<file path="src/rtl/popcount_pkg.sv">
// Shared widths and state encoding for the ternary popcount accumulator.
package popcount_pkg;

  function automatic int pc_width(input int n);
    return $clog2(n + 1);
  endfunction

  // One sign bit on top of the largest frame magnitude.
  function automatic int sum_width(input int n, input int b);
    return $clog2(n * b + 1) + 1;
  endfunction

  typedef enum logic [0:0] {ACCUM = 1'b0, HOLD = 1'b1} pc_state_e;

endpackage

</file>
<file path="src/rtl/popcount_tree.sv">
// Exact combinational popcount as a balanced binary adder tree; the 2- and
// 3-input leaves reduce to half/full adders.
module popcount_tree
  import popcount_pkg::*;
#(
  parameter int N = 25,
  localparam int CW = pc_width(N)
) (
  input  logic [N-1:0]  bits_i,
  output logic [CW-1:0] cnt_o
);

  if (N == 1) begin : g_leaf
    assign cnt_o = bits_i;
  end else begin : g_node
    localparam int NL = N / 2;
    localparam int NH = N - NL;
    logic [pc_width(NL)-1:0] lo;
    logic [pc_width(NH)-1:0] hi;

    popcount_tree #(.N(NL)) u_lo (.bits_i(bits_i[NL-1:0]), .cnt_o(lo));
    popcount_tree #(.N(NH)) u_hi (.bits_i(bits_i[N-1:NL]), .cnt_o(hi));

    assign cnt_o = CW'(lo) + CW'(hi);
  end

endmodule

</file>
<file path="src/rtl/popcount_ternary_accum.sv">
// Accumulates popcount(pos) - popcount(neg) over BEATS beats per frame and
// holds the signed sum plus a thresholded activation until consumed.
module popcount_ternary_accum
  import popcount_pkg::*;
#(
  parameter int CHUNK_W = 25,
  parameter int BEATS   = 4,
  parameter int SUM_W   = sum_width(CHUNK_W, BEATS),
  parameter int REG_PC  = 1
) (
  input  logic               clk,
  input  logic               rst_n,
  input  logic               in_valid,
  output logic               in_ready,
  input  logic [CHUNK_W-1:0] in_pos,
  input  logic [CHUNK_W-1:0] in_neg,
  input  logic               in_clear,
  input  logic [SUM_W-1:0]   thresh,
  output logic               out_valid,
  input  logic               out_ready,
  output logic [SUM_W-1:0]   out_sum,
  output logic               out_act
);

  localparam int PCW   = pc_width(CHUNK_W);
  localparam int CNT_W = (BEATS > 1) ? $clog2(BEATS) : 1;
  localparam logic [CNT_W-1:0] LAST = CNT_W'(BEATS - 1);

  pc_state_e               state_q, state_d;
  logic [CNT_W-1:0]        cnt_q, cnt_d;
  logic signed [SUM_W-1:0] acc_q, acc_d, sum_q, sum_d, acc_nxt, c_dext;
  logic                    act_q, act_d;
  logic                    hold, clr, take, pipe_blk;
  logic [CHUNK_W-1:0]      pos_m, neg_m;
  logic [PCW-1:0]          pc_pos, pc_neg;
  logic signed [PCW:0]     delta, c_delta;
  logic                    c_vld, c_first, c_last;

  assign hold     = (state_q == HOLD);
  assign clr      = in_clear & ~hold;
  assign in_ready = (~hold | out_ready) & ~pipe_blk;
  assign take     = in_valid & in_ready & ~clr;

  // Idle-cycle data may be X; keep it out of the adder trees entirely.
  assign pos_m = in_valid ? in_pos : '0;
  assign neg_m = in_valid ? in_neg : '0;

  popcount_tree #(.N(CHUNK_W)) u_pc_pos (.bits_i(pos_m), .cnt_o(pc_pos));
  popcount_tree #(.N(CHUNK_W)) u_pc_neg (.bits_i(neg_m), .cnt_o(pc_neg));

  assign delta = $signed({1'b0, pc_pos}) - $signed({1'b0, pc_neg});

  if (REG_PC != 0) begin : g_pipe
    logic                pv_q, pf_q, pl_q, stall;
    logic signed [PCW:0] pd_q;

    // A frame-final beat cannot land while the previous result is still held.
    assign stall    = pv_q & pl_q & hold & ~out_ready;
    assign pipe_blk = stall;
    assign c_vld    = pv_q & ~stall & ~clr;
    assign c_delta  = pd_q;
    assign c_first  = pf_q;
    assign c_last   = pl_q;

    always_ff @(posedge clk or negedge rst_n) begin
      if (!rst_n) begin
        pv_q <= 1'b0;
        pd_q <= '0;
        pf_q <= 1'b0;
        pl_q <= 1'b0;
      end else if (take) begin
        pv_q <= 1'b1;
        pd_q <= delta;
        pf_q <= (cnt_q == '0);
        pl_q <= (cnt_q == LAST);
      end else if (clr || !stall) begin
        pv_q <= 1'b0;
      end
    end
  end else begin : g_comb
    assign pipe_blk = 1'b0;
    assign c_vld    = take;
    assign c_delta  = delta;
    assign c_first  = (cnt_q == '0);
    assign c_last   = (cnt_q == LAST);
  end

  assign c_dext  = SUM_W'(c_delta);
  assign acc_nxt = (c_first ? '0 : acc_q) + c_dext;

  always_comb begin
    state_d = state_q;
    cnt_d   = cnt_q;
    acc_d   = acc_q;
    sum_d   = sum_q;
    act_d   = act_q;
    if (clr)       cnt_d = '0;
    else if (take) cnt_d = (cnt_q == LAST) ? '0 : cnt_q + 1'b1;
    if (c_vld) acc_d = acc_nxt;
    if (c_vld && c_last) begin
      state_d = HOLD;
      sum_d   = acc_nxt;
      act_d   = (acc_nxt >= $signed(thresh));
    end else if (hold && out_ready) begin
      state_d = ACCUM;
    end
  end

  always_ff @(posedge clk or negedge rst_n) begin
    if (!rst_n) begin
      state_q <= ACCUM;
      cnt_q   <= '0;
      acc_q   <= '0;
      sum_q   <= '0;
      act_q   <= 1'b0;
    end else begin
      state_q <= state_d;
      cnt_q   <= cnt_d;
      acc_q   <= acc_d;
      sum_q   <= sum_d;
      act_q   <= act_d;
    end
  end

  assign out_valid = hold;
  assign out_sum   = sum_q;
  assign out_act   = act_q;

endmodule

</file>
<file path="config.mk">
export PLATFORM = sky130hd
export DESIGN_NAME = popcount_ternary_accum
export DESIGN_NICKNAME = d
export VERILOG_FILES = /design/src/rtl/popcount_pkg.sv /design/src/rtl/popcount_tree.sv /design/src/rtl/popcount_ternary_accum.sv
export SDC_FILE = /design/constraint.sdc
export NUM_CORES = 1
export LEC_CHECK = 0
export BUFFER_PORTS_ARGS = -buffer_cell sky130_fd_sc_hd__buf_2
export CORE_UTILIZATION = 50
export CTS_BUF_LIST = sky130_fd_sc_hd__clkbuf_16
export CTS_CLUSTER_DIAMETER = 30
export DETAILED_ROUTE_END_ITERATION = 8
export MAX_ROUTING_LAYER = met4
export PLACE_DENSITY = 0.76
export SETUP_SLACK_MARGIN = 0.4
export SYNTH_ARGS = -nofsm -noshare
export SYNTH_HDL_FRONTEND = slang
export SYNTH_SLANG_ARGS = --single-unit
</file>
<file path="constraint.sdc">
create_clock -name clk -period 2.47 [get_ports clk]
set_input_delay 0.494 -clock clk [delete_from_list [all_inputs] [get_ports clk]]
set_output_delay 0.494 -clock clk [all_outputs]
set_load 0.05 [all_outputs]
</file>
Word-level counts from Yosys, hierarchy flattened
Cells that the tools add are included.
{ "totals": {"regBits": 29, "input_bits": 63, "output_inout_bits": 11, "elab_cells": 94} }
{ "op_classes": {"addsub": 51, "magnitude_cmp": 1, "n_eq_ne": 1, "n_mux": 10, "bitwise_logic": 14, "n_reduce_logical": 8} }
{ "op_table": {"columns": ["op", "count"], "rows": [
  ["$mux W25", 2],
  ["$add A1 B1 Y2", 18],
  ["$add A1 B2 Y2", 14],
  ["$add A2 B2 Y3", 8],
  ["$add A3 B3 Y4", 4],
  ["$add A4 B4 Y5", 2],
  ["$and A1 B1 Y1", 9],
  ["$add A8 B8 Y8", 1],
  ["$ge A8 B8 Y1", 1],
  ["$mux W8", 1],
  ["$add A2 B3 Y3", 2],
  ["$mux W2", 3],
  ["$reduce_bool A2 Y1", 3],
  ["$sub A5 B5 Y6", 1],
  ["$mux W1", 4],
  ["$not A1 Y1", 4],
  ["$add A2 B1 Y2 const B", 1],
  ["$eq A2 B2 Y1 const B", 1],
  ["$logic_and A1 B1 Y1", 2],
  ["$logic_not A2 Y1", 1],
  ["$logic_not A1 Y1", 1],
  ["$logic_or A1 B1 Y1", 1],
  ["$or A1 B1 Y1", 1]
]} }

Depth between registers and ports, before layout
{ "logic_depth": {"depth_word": 9, "ltp_mapped": 21, "ltp_nobuf": 19} }

By module
A second synthesis with hierarchy kept.
{ "hier_totals": {"hier_cells": 495, "area_unflattened_um2": 4321.6} }
{ "by_module_without_submodules": {"columns": ["mod", "instances", "cells_each", "area_per_inst_um2", "seq_area_each_um2"], "rows": [
  ["popcount_ternary_accum", 1, 249, 2247.2, 725.7],
  ["popcount_tree at u_pc_neg.g_node.u_hi.g_node.u_hi.g_node.u_hi ...", 8, 7, 51.3, 0.0],
  ["popcount_tree at u_pc_neg.g_node.u_hi ...", 4, 12, 95.1, 0.0],
  ["popcount_tree at u_pc_neg.g_node.u_hi.g_node.u_hi.g_node.u_hi.g_node.u_hi.g_node.u_hi ...", 50, 1, 7.5, 0.0],
  ["popcount_tree at u_pc_neg.g_node.u_hi.g_node.u_hi.g_node.u_lo ...", 14, 2, 21.3, 0.0],
  ["popcount_tree at u_pc_neg ...", 2, 16, 136.4, 0.0],
  ["popcount_tree at u_pc_neg.g_node.u_hi.g_node.u_hi.g_node.u_hi.g_node.u_hi ...", 18, 1, 12.5, 0.0],
  ["popcount_tree at u_pc_neg.g_node.u_hi.g_node.u_hi ...", 2, 7, 56.3, 0.0]
]} }

Worst setup path after synthesis
OpenSTA, ideal clock, no wires.
{ "synth_path": {"kind": "input port to flip-flop", "from": "in in_valid", "to": "reg g_pipe.pd_q[1], in the netlist c_delta[1]", "setup_time_ps": 128, "arrival_ps": 5757, "t_required_ps": 2342, "path_slack_ps": -3414, "cell_stages": 16, "path_buffers": 2, "path_cell_list": "buf_2 -> clkbuf_1 -> and2_1 -> fa_1 -> fa_1 -> inv_1 -> fa_1 -> fa_1 -> fa_1 -> inv_1 -> fa_1 -> fa_1 -> fa_1 -> inv_1 -> fa_1 -> mux2_1"} }
{ "synth_via": {"elab_chain_cells": 7, "elab_cells_between_ends": 53, "classes_between": "add/sub (49); mux (2); bitwise (2)"} }
{ "synth_rtl": {"columns": ["element", "line", "text"], "rows": [
  ["start, declared", "popcount_ternary_accum.sv:13", "input logic in_valid,"],
  ["$mux W25, on equally long branches", "popcount_ternary_accum.sv:45, popcount_ternary_accum.sv:46", null],
  ["$add A1 B1 Y2", "popcount_tree.sv:24", "assign cnt_o = CW'(lo) + CW'(hi);"],
  ["$add A1 B2 Y2 / $add A2 B2 Y3 (equally long branches)", "popcount_tree.sv:24", null],
  ["$add A2 B3 Y3 / $add A2 B2 Y3 (equally long branches)", "popcount_tree.sv:24", null],
  ["$add A3 B3 Y4", "popcount_tree.sv:24", null],
  ["$add A4 B4 Y5", "popcount_tree.sv:24", null],
  ["$sub A5 B5 Y6 *", "popcount_ternary_accum.sv:51", "assign delta = $signed({1'b0, pc_pos}) - $signed({1'b0, pc_neg});"],
  ["via delta[1]", "popcount_ternary_accum.sv:36", "logic signed [PCW:0] delta, c_delta;"],
  ["end signal, assigned", "popcount_ternary_accum.sv:73", "pd_q <= delta;"],
  ["end, declared", "popcount_ternary_accum.sv:55", "logic signed [PCW:0] pd_q;"]
]} }
Mark *: on every way through the listed nets, which the timed path passes. The rest lies on a longest branch.
A chain may end at the register's enable or synchronous reset.

Worst setup path after layout
{ "layout_path": {"from": "in in_valid", "to": "reg g_pipe.pd_q[4], in the netlist c_delta[4]"} }
{ "layout_via": {"elab_chain_cells": 7, "elab_cells_between_ends": 53, "classes_between": "add/sub (49); mux (2); bitwise (2)"} }
{ "layout_rtl": {"columns": ["element", "line"], "rows": [
  ["$mux W25, on equally long branches", "popcount_ternary_accum.sv:45, popcount_ternary_accum.sv:46"],
  ["$add A1 B1 Y2", "popcount_tree.sv:24"],
  ["$add A1 B2 Y2 / $add A2 B2 Y3 (equally long branches)", "popcount_tree.sv:24"],
  ["$add A2 B3 Y3 / $add A2 B2 Y3 (equally long branches)", "popcount_tree.sv:24"],
  ["$add A3 B3 Y4", "popcount_tree.sv:24"],
  ["$add A4 B4 Y5", "popcount_tree.sv:24"],
  ["$sub A5 B5 Y6", "popcount_ternary_accum.sv:51"]
]} }
Parallel ways exist; a longest one is shown, timed or not.

==> run summary <==
commonest non-fill, non-tap cells in the layout -> buf_2 (72), inv_1 (51), nand2_1 (38)
flops & latches, synth -> 29
most used cell, CP -> fa_2
Worst Setup SP -> in_valid
Area Overhead vs Synth -> 37.5%
clock sink count -> 29
relative slew slack -> 0.544
worst setup path category -> in -> reg
ys flop type -> dfrtp_1
sequential share of the synthesized area -> 0.225
critical-path cell list -> buf_12 > buf_16 > and2_4 > fa_1 > fa_1 > inv_2 > fa_2 > fa_2 > fa_2 > inv_2 > fa_1 > fa_1 > fa_2 > inv_2 > fa_2 > nand2_1 > nand2_1 > a21oi_2 > xor2_1 > o21ai_1
R2R Setup Slk -> -0.24 ns
Register-to-Register Path Depth -> 11
detailed placement HPWL -> 5.20 mm
Initial Utilization -> 0.533
Slew Viols, Final -> 0
CP required -> 2.63 ns
WL met1 -> 2.95 mm
final setup margin -> -3.00 ns
cts hold-fix bufs -> 0
H-tree levels -> 2
synthesized instance count -> 333
Distinct cells, synth -> 41
Final #Nets -> 581
fillers -> 409
Max Cap Viol -> 0
Fin. Hold Viols -> 0
Post-Place Setup Slack -> -3.38 ns
vias in the first global route -> 2,585
FF-to-FF Start -> c_first
startpoint types -> input pin
RD Place Congestion -> 0.799
DRT iter0 DRCs -> 78
Tot GR Track Use -> 0.223
top sig layer -> met4
largest net degree at the start of global routing -> 30
layout cells sized above 1 -> 0.404
HP Class -> in -> async
unrepaired setup endpoints after global routing -> yes
routed wire length -> 7.18 mm
number of synthesized flops with an enable pin -> 0
failing checks -> setup timing
routed vias -> 2,631
max incr delay on CP -> 0.58 ns
r2r endpoint -> out_act
number of diodes -> 0
Worst-path clk slew -> 0.05 ns
die width -> 82.4 um
worst hold slack -> 0.266 ns
IO Pins -> 74
grt ovf -> 0
# DRC -> 0
setup_tns -> -17.49 ns
Rows -> 28
cts bufs inserted -> 5
pin slew with the least headroom to its limit -> 0.684 ns
first-pass GRT wire length -> 11.1 mm
Vias/cell -> 5.03
clk root buf -> clkbuf_16
WL met3 -> 200 um
CTS tree -> done
clock latency on the worst-skew pair -> 0.27 ns
Mapped Area -> 3230 um2
first drt pass iteration count -> 4
Met2 Routed Length -> 3.96 mm
top fanout value on the critical path -> 8
chip height -> 82.4 um
Max Clock Skew -> 0.00491 ns
Final min period -> 5.47 ns
Fmax -> 183 MHz
status -> finished, violations left
PortBufs -> 73
antenna violations before repair -> 0
Post-Syn Nets -> 466
CORE AREA -> 6060 um2
final setup fails -> 7
Synth Area per Inst -> 9.70 um2
synth warn -> 0
critical path's slowest cell -> fa_2
Final period util -> 2.22
Die ar. -> 6780 um2
wire per inst -> 13.7 um
Crit path arrival time -> 5.63 ns
Synth async-reset ratio -> 1.00
Clock Tree Buf Depth -> 2
Setup crit end kind -> flip-flop
remaining antenna violation count -> 0
commonest non-fill, non-tap cell in the layout -> buf_2
[final cells by class]
class,instances,area [um2],share of cell area
Tap cell,75,93.8,0.0211
Clock buffer,5,125,0.0282
Timing Repair Buffer,118,810,0.182
Sequential cell,29,727,0.164
Clock inverter,2,7.51,0.00169
Inverter,57,215,0.0485
Multi-Input combinational cell,237,2460,0.554
[cell usage after synthesis (all sizes together), types with 2 or more instances]
cell type,n,share of area
ha,27,0.10
xnor2,5,0.014
a31oi,2,0.0039
o21ai,12,0.019
nand4,2,0.0039
nor2b,10,0.019
nand2,41,0.048
and2,29,0.056
xor2,2,0.0054
o211ai,2,0.0046
mux2,14,0.049
a21oi,5,0.0077
o31ai,2,0.0046
a21o,5,0.012
nor2,11,0.013
clkbuf,4,0.0046
nand2b,4,0.0077
fa,43,0.27
buf,6,0.0093
inv,56,0.065
dfrtp,29,0.22
a211oi,4,0.011
or3,3,0.0058
nand3,6,0.013
[registers in the layout, indices dropped and copies added (netlist names)]
signal       flops
acc_q            8
c_delta          6
c_first          1
c_last           1
cnt_q            2
g_pipe.pv_q      1
out_act          1
out_sum          8
out_valid        1
[per-stage QoR]
stage / cell area, um2 / instances / utilization
4_1_cts: 4340 / 521 / 0.717
2_1_floorplan: 3330 / 333 / -
5_1_grt: 4440 / 523 / 0.732
3_5_place_dp: 3960 / 503 / 0.653
3_3_place_gp: 3960 / 503 / 0.653
6_report: 4440 / 523 / 0.732
[critical path, delay by kind of cell]
family          cells  cell delay [ns]
compound gates      2             0.23
xor+xnor            1             0.16
fa+ha+maj           9             4.08
simple gates        3             0.29
buf+inv             5             0.37
[cells by family after synthesis]
logic type / synth area share
and+or+nand+nor: 0.173
buffers and inverters: 0.0806
muxes: 0.0488
AOI/OAI and AO/OA: 0.0825
DFF: 0.225
xor gates and xnor gates: 0.0190
adders and majority gates: 0.371
[what timing repair did]
item,CTS,global route
gates cloned,3,0
setup endpoints to repair,14,13
setup buffers,8,2
gates resized for setup,30,20
pin swaps,35,28
[worst max-delay path by stage]
stage	slack, ns	end	depth (start not counted)
after global placement	-3.27	c_delta[4]	21
after floorplan	-3.16	c_delta[1]	17
after detailed placement	-3.38	c_delta[4]	21
final	-3.00	c_delta[4]	20
after global routing	-3.15	c_delta[4]	20
after CTS	-3.09	c_delta[1]	17
[layer usage]
layer / GRT usage / vias up
li1: - / 1283
met1: 0.270 / 1281
met2: 0.393 / 57
met3: 0.0330 / 10
met4: 0.0509 / 0
met5: - / -
Power is left out: the tool's default activity adds up to more than one toggle a clock period on the data nets, which glitch-free logic cannot reach.
